--- config.mk ---
export PLATFORM = sky130hd
export DESIGN_NAME = interp_mac_scheduler
export DESIGN_NICKNAME = d
export VERILOG_FILES = /design/src/rtl/interp_pkg.sv /design/src/rtl/interp_tag_pipe.sv /design/src/rtl/interp_mac_scheduler.sv
export SDC_FILE = /design/constraint.sdc
export NUM_CORES = 1
export LEC_CHECK = 0
export ABC_AREA = 1
export BUFFER_PORTS_ARGS = -buffer_cell sky130_fd_sc_hd__buf_4
export CAP_MARGIN = 20
export CORE_ASPECT_RATIO = 1.5
export CORE_UTILIZATION = 45
export CTS_CLUSTER_DIAMETER = 120
export DETAILED_ROUTE_END_ITERATION = 8
export PLACE_DENSITY_LB_ADDON = 0.1
export SYNTH_ARGS = -nofsm -noshare
export SYNTH_HDL_FRONTEND = slang
export SYNTH_HIERARCHICAL = 1
export SYNTH_SLANG_ARGS = --single-unit
--- constraint.sdc ---
create_clock -name ACLK -period 1.5 [get_ports ACLK]
set_input_delay 0.3 -clock ACLK [delete_from_list [all_inputs] [get_ports ACLK]]
set_output_delay 0.3 -clock ACLK [all_outputs]
set_load 0.05 [all_outputs]
--- src/rtl/interp_pkg.sv ---
// Shared state, channel and sizing definitions for the DSDAC interpolation
// scheduler and the interpolate32 MAC engine.
package interp_pkg;

    typedef enum logic [1:0] {
        IDLE = 2'd0,
        LOAD = 2'd1,
        RUN  = 2'd2
    } state_t;

    localparam logic CH_L = 1'b0;
    localparam logic CH_R = 1'b1;

    localparam int PHASES_DEFAULT = 32;
    localparam int DW_DEFAULT     = 16;

endpackage

--- src/rtl/interp_tag_pipe.sv ---
// MAC_LAT-deep {valid, ch} delay line aligned with the engine latency; routes each
// tagged result to the left or right output register one cycle after res_valid_i.
module interp_tag_pipe
    import interp_pkg::*;
#(
    parameter int MAC_LAT = 4,
    parameter int DW      = DW_DEFAULT
) (
    input  logic          ACLK,
    input  logic          ARST,
    input  logic          tag_vld_i,
    input  logic          tag_ch_i,
    input  logic [DW-1:0] res_data_i,
    input  logic          res_valid_i,
    output logic [DW-1:0] l_dout_o,
    output logic          l_dout_valid_o,
    output logic [DW-1:0] r_dout_o,
    output logic          r_dout_valid_o
);

    logic [MAC_LAT-1:0] vld_q;
    logic [MAC_LAT-1:0] ch_q;
    logic [DW-1:0]      l_dout_q;
    logic [DW-1:0]      r_dout_q;
    logic               l_dout_valid_q;
    logic               r_dout_valid_q;
    logic               hit;

    // Results with no live tag (e.g. from a burst aborted by reset) are dropped here.
    assign hit = res_valid_i && vld_q[MAC_LAT-1];

    always_ff @(posedge ACLK) begin
        if (ARST) begin
            vld_q          <= '0;
            ch_q           <= '0;
            l_dout_q       <= '0;
            r_dout_q       <= '0;
            l_dout_valid_q <= 1'b0;
            r_dout_valid_q <= 1'b0;
        end else begin
            vld_q[0] <= tag_vld_i;
            ch_q[0]  <= tag_ch_i;
            for (int i = 1; i < MAC_LAT; i++) begin
                vld_q[i] <= vld_q[i-1];
                ch_q[i]  <= ch_q[i-1];
            end
            l_dout_valid_q <= hit && (ch_q[MAC_LAT-1] == CH_L);
            r_dout_valid_q <= hit && (ch_q[MAC_LAT-1] == CH_R);
            if (hit && (ch_q[MAC_LAT-1] == CH_L)) begin
                l_dout_q <= res_data_i;
            end
            if (hit && (ch_q[MAC_LAT-1] == CH_R)) begin
                r_dout_q <= res_data_i;
            end
        end
    end

    assign l_dout_o       = l_dout_q;
    assign l_dout_valid_o = l_dout_valid_q;
    assign r_dout_o       = r_dout_q;
    assign r_dout_valid_o = r_dout_valid_q;

endmodule

--- src/rtl/interp_mac_scheduler.sv ---
// Round-robin L/R scheduler for one shared PHASES-phase interpolation MAC: LOAD pulse then
// PHASES-cycle burst, back-to-back when pending. INTERP_SCHED_STATS_EN adds per-channel burst counters.
module interp_mac_scheduler
    import interp_pkg::*;
#(
    parameter int  PHASES  = PHASES_DEFAULT,
    parameter int  MAC_LAT = 4,
    parameter int  DW      = DW_DEFAULT,
    localparam int PW      = $clog2(PHASES)
) (
    input  logic          ACLK,
    input  logic          ARST,
    input  logic [DW-1:0] l_din,
    input  logic          l_valid,
    input  logic [DW-1:0] r_din,
    input  logic          r_valid,
    output logic [DW-1:0] mac_din,
    output logic          mac_load,
    output logic          mac_valid,
    output logic [PW-1:0] mac_phase,
    output logic          mac_ch,
    input  logic [DW-1:0] res_data,
    input  logic          res_valid,
    output logic [DW-1:0] l_dout,
    output logic          l_dout_valid,
    output logic [DW-1:0] r_dout,
    output logic          r_dout_valid,
    output logic          busy,
    output logic [1:0]    ovr,
    input  logic          clr_ovr
`ifdef INTERP_SCHED_STATS_EN
    ,
    output logic [15:0]   cnt_l,
    output logic [15:0]   cnt_r
`endif
);

    state_t        state_q;
    logic [1:0]    pend_q, pend_d;
    logic [1:0]    ovr_q, ovr_d;
    logic [DW-1:0] hold_l_q, hold_r_q;
    logic          rr_q;
    logic          mac_load_q, mac_valid_q, mac_ch_q, busy_q;
    logic [DW-1:0] mac_din_q;
    logic [PW-1:0] phase_q;

    logic          last_phase;
    logic          grant_vld;
    logic          grant_ch;
    logic [1:0]    consume;
    logic [1:0]    cap;

    assign last_phase = (state_q == RUN) && (phase_q == PW'(PHASES - 1));
    assign grant_vld  = ((state_q == IDLE) || last_phase) && (|pend_q);
    assign grant_ch   = (pend_q == 2'b11) ? rr_q : pend_q[1];
    assign consume    = grant_vld ? (grant_ch ? 2'b10 : 2'b01) : 2'b00;
    assign cap        = {r_valid, l_valid};

    // A capture in the consuming cycle becomes the next pending sample, not an overrun.
    assign pend_d = (pend_q & ~consume) | cap;
    assign ovr_d  = (clr_ovr ? 2'b00 : ovr_q) | (cap & pend_q & ~consume);

    always_ff @(posedge ACLK) begin
        if (ARST) begin
            pend_q   <= '0;
            ovr_q    <= '0;
            hold_l_q <= '0;
            hold_r_q <= '0;
        end else begin
            pend_q <= pend_d;
            ovr_q  <= ovr_d;
            if (l_valid) begin
                hold_l_q <= l_din;
            end
            if (r_valid) begin
                hold_r_q <= r_din;
            end
        end
    end

    always_ff @(posedge ACLK) begin
        if (ARST) begin
            state_q     <= IDLE;
            rr_q        <= CH_L;
            mac_load_q  <= 1'b0;
            mac_valid_q <= 1'b0;
            mac_ch_q    <= 1'b0;
            mac_din_q   <= '0;
            phase_q     <= '0;
            busy_q      <= 1'b0;
        end else begin
            mac_load_q <= 1'b0;
            case (state_q)
                IDLE: ;
                LOAD: begin
                    state_q     <= RUN;
                    mac_valid_q <= 1'b1;
                end
                RUN: begin
                    if (last_phase) begin
                        state_q     <= IDLE;
                        mac_valid_q <= 1'b0;
                        busy_q      <= 1'b0;
                        phase_q     <= '0;
                    end else begin
                        phase_q <= phase_q + 1'b1;
                    end
                end
                default: state_q <= IDLE;
            endcase
            // Grant overrides the RUN exit so a pending channel starts with no idle gap.
            if (grant_vld) begin
                state_q    <= LOAD;
                mac_load_q <= 1'b1;
                busy_q     <= 1'b1;
                mac_ch_q   <= grant_ch;
                mac_din_q  <= grant_ch ? hold_r_q : hold_l_q;
                if (pend_q == 2'b11) begin
                    rr_q <= ~rr_q;
                end
            end
        end
    end

    assign mac_din   = mac_din_q;
    assign mac_load  = mac_load_q;
    assign mac_valid = mac_valid_q;
    assign mac_phase = phase_q;
    assign mac_ch    = mac_ch_q;
    assign busy      = busy_q;
    assign ovr       = ovr_q;

    interp_tag_pipe #(
        .MAC_LAT (MAC_LAT),
        .DW      (DW)
    ) u_tag_pipe (
        .ACLK           (ACLK),
        .ARST           (ARST),
        .tag_vld_i      (mac_valid_q),
        .tag_ch_i       (mac_ch_q),
        .res_data_i     (res_data),
        .res_valid_i    (res_valid),
        .l_dout_o       (l_dout),
        .l_dout_valid_o (l_dout_valid),
        .r_dout_o       (r_dout),
        .r_dout_valid_o (r_dout_valid)
    );

`ifdef INTERP_SCHED_STATS_EN
    logic [15:0] cnt_l_q, cnt_r_q;

    always_ff @(posedge ACLK) begin
        if (ARST || clr_ovr) begin
            cnt_l_q <= '0;
            cnt_r_q <= '0;
        end else if (last_phase) begin
            if ((mac_ch_q == CH_L) && (cnt_l_q != 16'hFFFF)) begin
                cnt_l_q <= cnt_l_q + 16'd1;
            end
            if ((mac_ch_q == CH_R) && (cnt_r_q != 16'hFFFF)) begin
                cnt_r_q <= cnt_r_q + 16'd1;
            end
        end
    end

    assign cnt_l = cnt_l_q;
    assign cnt_r = cnt_r_q;
`endif

endmodule

Word-level counts from Yosys, hierarchy flattened --
Cells that the tools add are included. Widths: inputs -> output; s select.
Storage, ports and cells: memories kept 0, bits in latches 0, register bits after elaboration 106, output and inout port bits 61, bits in writable memories 0, memory bits (read-only) 0
Operators by class: equal/unequal tests 7, shifts and indexed selects 0, $add $sub $neg 1, divide/modulo/power cells 0, order comparisons 0, bitwise logic cells 9, reductions and logical operators 17, $mul 0, mux-type cells 14
Operators with widths (number):
- $mux 16 | 1
- $reduce_and 2->1 | 5
- $mux 2 | 4
- $and 2x2->2 | 3
- $mux 1 | 6
- $pmux 2 s3 | 1
- $reduce_bool 2->1 | 3
- $add 5x1->5 const B | 1
- $eq 5x5->1 const B | 1
- $logic_and 1x1->1 | 5
- $mux 5 | 1
- $eq 2x2->1 const B | 2
- $ne 2x2->1 const B | 2
- $or 2x2->2 | 2
- $reduce_or 2->1 | 2
- $ne 3x3->1 const B | 1
- $not 1->1 | 3
- $eq 2x1->1 const B | 1
- $logic_not 2->1 | 1
- $not 2->2 | 1
- $pmux 1 s2 | 1
- $logic_or 1x1->1 | 1

Depth between registers and ports, before layout --
depth in word-level cells 8, depth in mapped cells 11, gate-level depth less buffers 10

Modules after synthesis --
The synthesis kept the hierarchy.
Modules (own cells, without submodules):
- interp_mac_scheduler | cells an instance 355, times used 1, area an instance 2632.5 um^2, sequential area each 1281.2 um^2
- interp_tag_pipe | cells an instance 234, times used 1, area an instance 1582.8 um^2, sequential area each 840.8 um^2

Least setup slack after synthesis --
Ideal clock, no wire load.
kind register to register, start register phase_q[1], in the netlist mac_phase[1], end register mac_din_q[13], in the netlist mac_din[13], stages on the path, launching flop included 12, arrival 1.874 ns, slack -0.508 ns, cell sequence dfxtp_1 ha_1 nand2_1 nor2_1 ha_1 inv_1 nand2_1 nand2_4 buf_6 buf_12 nand2_2 a21oi_2
Between the ends: cells in the longest elaborated chain, start to end 4
RTL lines:
- from (decl) | line interp_mac_scheduler.sv:45 | logic [PW-1:0] phase_q;
- from (signal assigned) | line interp_mac_scheduler.sv:106 | phase_q <= phase_q + 1'b1;
- $eq 5x5->1 | line interp_mac_scheduler.sv:53 | assign last_phase = (state_q == RUN) && (phase_q == PW'(PHASES - 1));
- $logic_and 1x1->1 | line interp_mac_scheduler.sv:53
- $logic_or 1x1->1 | line interp_mac_scheduler.sv:54 | assign grant_vld = ((state_q == IDLE) || last_phase) && (|pend_q);
- $logic_and 1x1->1 | line interp_mac_scheduler.sv:54
- to (signal assigned) | line interp_mac_scheduler.sv:117 | mac_din_q <= grant_ch ? hold_r_q : hold_l_q;
- to (decl) | line interp_mac_scheduler.sv:44 | logic [DW-1:0] mac_din_q;
Every way passes these cells. A chain may end at the register's enable or synchronous reset.

Worst setup path in the final report --
start register phase_q[1], in the netlist mac_phase[1], end register mac_din_q[6], in the netlist mac_din[6]
The elaborated chain is that of the path after synthesis.

==> impl_metrics.csv <==
group,metric,value,unit
timing,setup_tns,0,ns
placement,place_ws,-0.0163,ns
critical_path,path_class,"reg -> reg",
clock_tree,root_buffer,"clkbuf_16",
global_routing,grt_overflow,0,
placement,post-dp-hpwl,6.72,mm
critical_path,max_stage_delay,0.37,ns
global_routing,antenna_found_initial,0,
die,die_height,121,um
logic_synthesis,synth.distinct_cells,27,
timing,setup_ws,0.0481,ns
global_routing,grt_usage,0.205,
drt,wl_per_cell,11.6,um
drt,drtPass1Iterations,4,
placement,io_buffers,114,
critical_path,cp-end-kind,"flop",
timing,finalMaxSlewViolations,0,
drt,ant_nets,0,
finish,layout.nets,751,
die,start_util,0.472,
timing,min_period_over_period,0.968,
critical_path,crit_path_cell_trace,"ha_4 > nand2_2 > nor2_2 > ha_2 > inv_2 > nand2_4 > nand2_8 > buf_8 > nand2_1 > a21oi_2",
placement,routabilityCongestion,0.838,
drt,finalWirelength,9.44,mm
die,rows,42,
worst_hold_path,min_path_cells,3,
finish,drive_above_1_share,0.254,
drt,drc,0,
power_and_ir_drop,cellLeakagePower,2.71,nW
logic_synthesis,ys_ff_latch,106,
power_and_ir_drop,powerDensity,1100,nW/um2
critical_path,critPathTopFamily,"simple AND/OR/NAND/NOR gates",
finish,area_delta_synth_final,30.6,%
run,cap_violations,0,
timing,period_needed,1.45,ns
timing,rsz0062_at_grt,"true",
finish,num_antenna_cells,0,
timing,final.setup_skew,0.00421,ns
die,io_pins,115,
clock_tree,clkSlewWorstSetupHoldPaths,0.07,ns
finish,fin_cells,810,
logic_synthesis,synth_fp_nets,645,
critical_path,crit_arrival,1.69,ns
clock_tree,cts_buffer_depth,2,
critical_path,worst-path-buf-inv,2,
timing,timing.hold.ws,0.174,ns
critical_path,worst_r2r_path_depth,10,
critical_path,reg2reg_from,"mac_phase[1]",
die,dieArea,9770,um2
logic_synthesis,synth-seq-area-share,0.503,
finish,layout_commonest_cell,"nor2_1",
critical_path,cp_slowest_cell,"dfxtp_4",
critical_path,required,1.74,ns
timing,worstMarginPinSlew,0.361,ns
worst_hold_path,min_from,"l_din[9]",
timing,fmax,0.689,GHz
critical_path,startpoint,"mac_phase[1]",
critical_path,reg2reg_slack,0.05,ns
critical_path,critPathMaxFanout,11,
worst_hold_path,hold_path.class,"in -> reg",
global_routing,grt_max_degree,34,
clock_tree,h-tree-depth,3,
die,dieWidth,81.0,um
logic_synthesis,mappedNetlistArea,4220,um2
run_status,status,"finished clean",
logic_synthesis,syn_inst,589,
logic_synthesis,syn_avg_cell_area,7.16,um2
drt,vias,3812,
drt,drt-initial-drc-count,183,
clock_tree,cts_tree,"done",
global_routing,grt_pass1_wl,15.5,mm
timing,hold_violations,0,
critical_path,startpoint_type,"flop",
timing,finalSetupViolCount,0,
logic_synthesis,yosysWarningCount,6,
global_routing,grt_pass1_vias,3427,
timing,relSlewSlack,0.759,
critical_path,r2r-end,"mac_din[6]",
drt,avgViaCountPerCell,4.71,
placement,dp_cells,793,
finish,num-fill-cells,845,
worst_hold_path,holdPathEnd,"hold_l_q[9]",
clock_tree,clkSinkCount,106,
finish,mostFrequentLayoutCells,"nor2_1, nand2_1, buf_4",
die,coreArea,8930,um2
clock_tree,clk_latency,0.34,ns
power_and_ir_drop,ir_drop,0.000684,V
clock_tree,cts_buffers,9,
logic make-up after synthesis:
family                   after synthesis  share of synthesized area
AO/OA/AOI/OAI                         63                     0.0819
adder cells (fa/ha/maj)                2                    0.00594
buffers and inverters                 89                     0.0938
flip-flops                           106                      0.503
AND/OR/NAND/NOR                      329                      0.315
tightest hold or removal path: cells and delay by family:
family        cells  cell delay, ns
buf+inv           1            0.08
simple gates      2            0.11
stage by stage:
stage	area, um2	utilization	total power [mW]
finish	5500	0.616	6.08
floorplan	4260	-	3.63
global placement	5170	0.579	3.89
CTS	5460	0.611	6.12
detailed placement	5170	0.579	3.91
global route	5500	0.616	6.37
final cells by class:
class                   count  area (um2)  share of cell area
repair buffers            126         970               0.176
inverters                  58         230              0.0418
clock inverters             4        25.0             0.00455
well taps                 110         138              0.0250
multi-input cells         394        1750               0.318
flip-flops and latches    106        2130               0.387
clock buffers              12         256              0.0466
Yosys cell counts:
cell / n / share of area
nor2_1: 148 / 0.13
inv_4: 1 / 0.0015
nand3_1: 21 / 0.025
buf_1: 1 / 0.00089
nand2_4: 2 / 0.0053
nand2_1: 142 / 0.13
nor3_1: 1 / 0.0012
a21oi_1: 18 / 0.021
clkbuf_2: 2 / 0.0024
ha_1: 2 / 0.0059
dfxtp_1: 106 / 0.50
or2_2: 1 / 0.0015
buf_2: 11 / 0.013
inv_1: 55 / 0.049
buf_12: 1 / 0.0047
nand3_2: 2 / 0.0047
o21ai_1: 2 / 0.0024
nor2_4: 1 / 0.0027
buf_6: 2 / 0.0053
clkbuf_1: 11 / 0.0098
nor2_2: 1 / 0.0015
clkinv_1: 2 / 0.0018
nand2_2: 9 / 0.013
a21oi_2: 8 / 0.017
nand4_1: 1 / 0.0015
o21ai_0: 35 / 0.042
buf_4: 3 / 0.0053
worst max-delay path by stage:
stage | end | slack, ns | depth (start not counted)
6_report | mac_din[6] | 0.05 | 10
3_5_place_dp | mac_din[7] | -0.02 | 10
5_1_grt | mac_din[6] | -0.02 | 10
3_3_place_gp | mac_din[10] | 0.06 | 10
4_1_cts | mac_din[7] | 0.007 | 10
2_1_floorplan | mac_din[13] | -0.13 | 11
per-layer routing:
| metal | vias up | share of wire | global-route usage | routed length [um] |
|---|---|---|---|---|
| li1 | 1998 | - | - | - |
| met1 | 1710 | 0.43 | 0.236 | 4020 |
| met2 | 92 | 0.51 | 0.357 | 4800 |
| met3 | 12 | 0.052 | 0.0528 | 486 |
| met4 | 0 | 0.014 | 0.0748 | 132 |
| met5 | - | 0 | 0 | 0 |
report_power, final:
| part | total (mW) | switching, mW | leakage, nW | internal [mW] |
|---|---|---|---|---|
| registers | 3.02 | 0.0831 | 0.869 | 2.94 |
| clock network | 2.21 | 0.996 | 0.143 | 1.21 |
| logic | 0.845 | 0.529 | 1.70 | 0.316 |
| total | 6.08 | 1.61 | 2.71 | 4.47 |
registers in the layout, indices dropped and copies added, names as in the netlist, 4 cells and up:
register and count:
mac_phase 5, u_tag_pipe/ch_q 4, u_tag_pipe/vld_q 4, hold_l_q 16, mac_din 16, hold_r_q 16
u_tag_pipe/r_dout_o 16, u_tag_pipe/l_dout_o 16
timing repair:
action	in CTS	in global routing
resized for setup	1	11
setup buffers	1	0
endpoints found under the setup margin	14	23
hold buffers	0	0
Note: power is estimated with default switching activity, not from simulation.
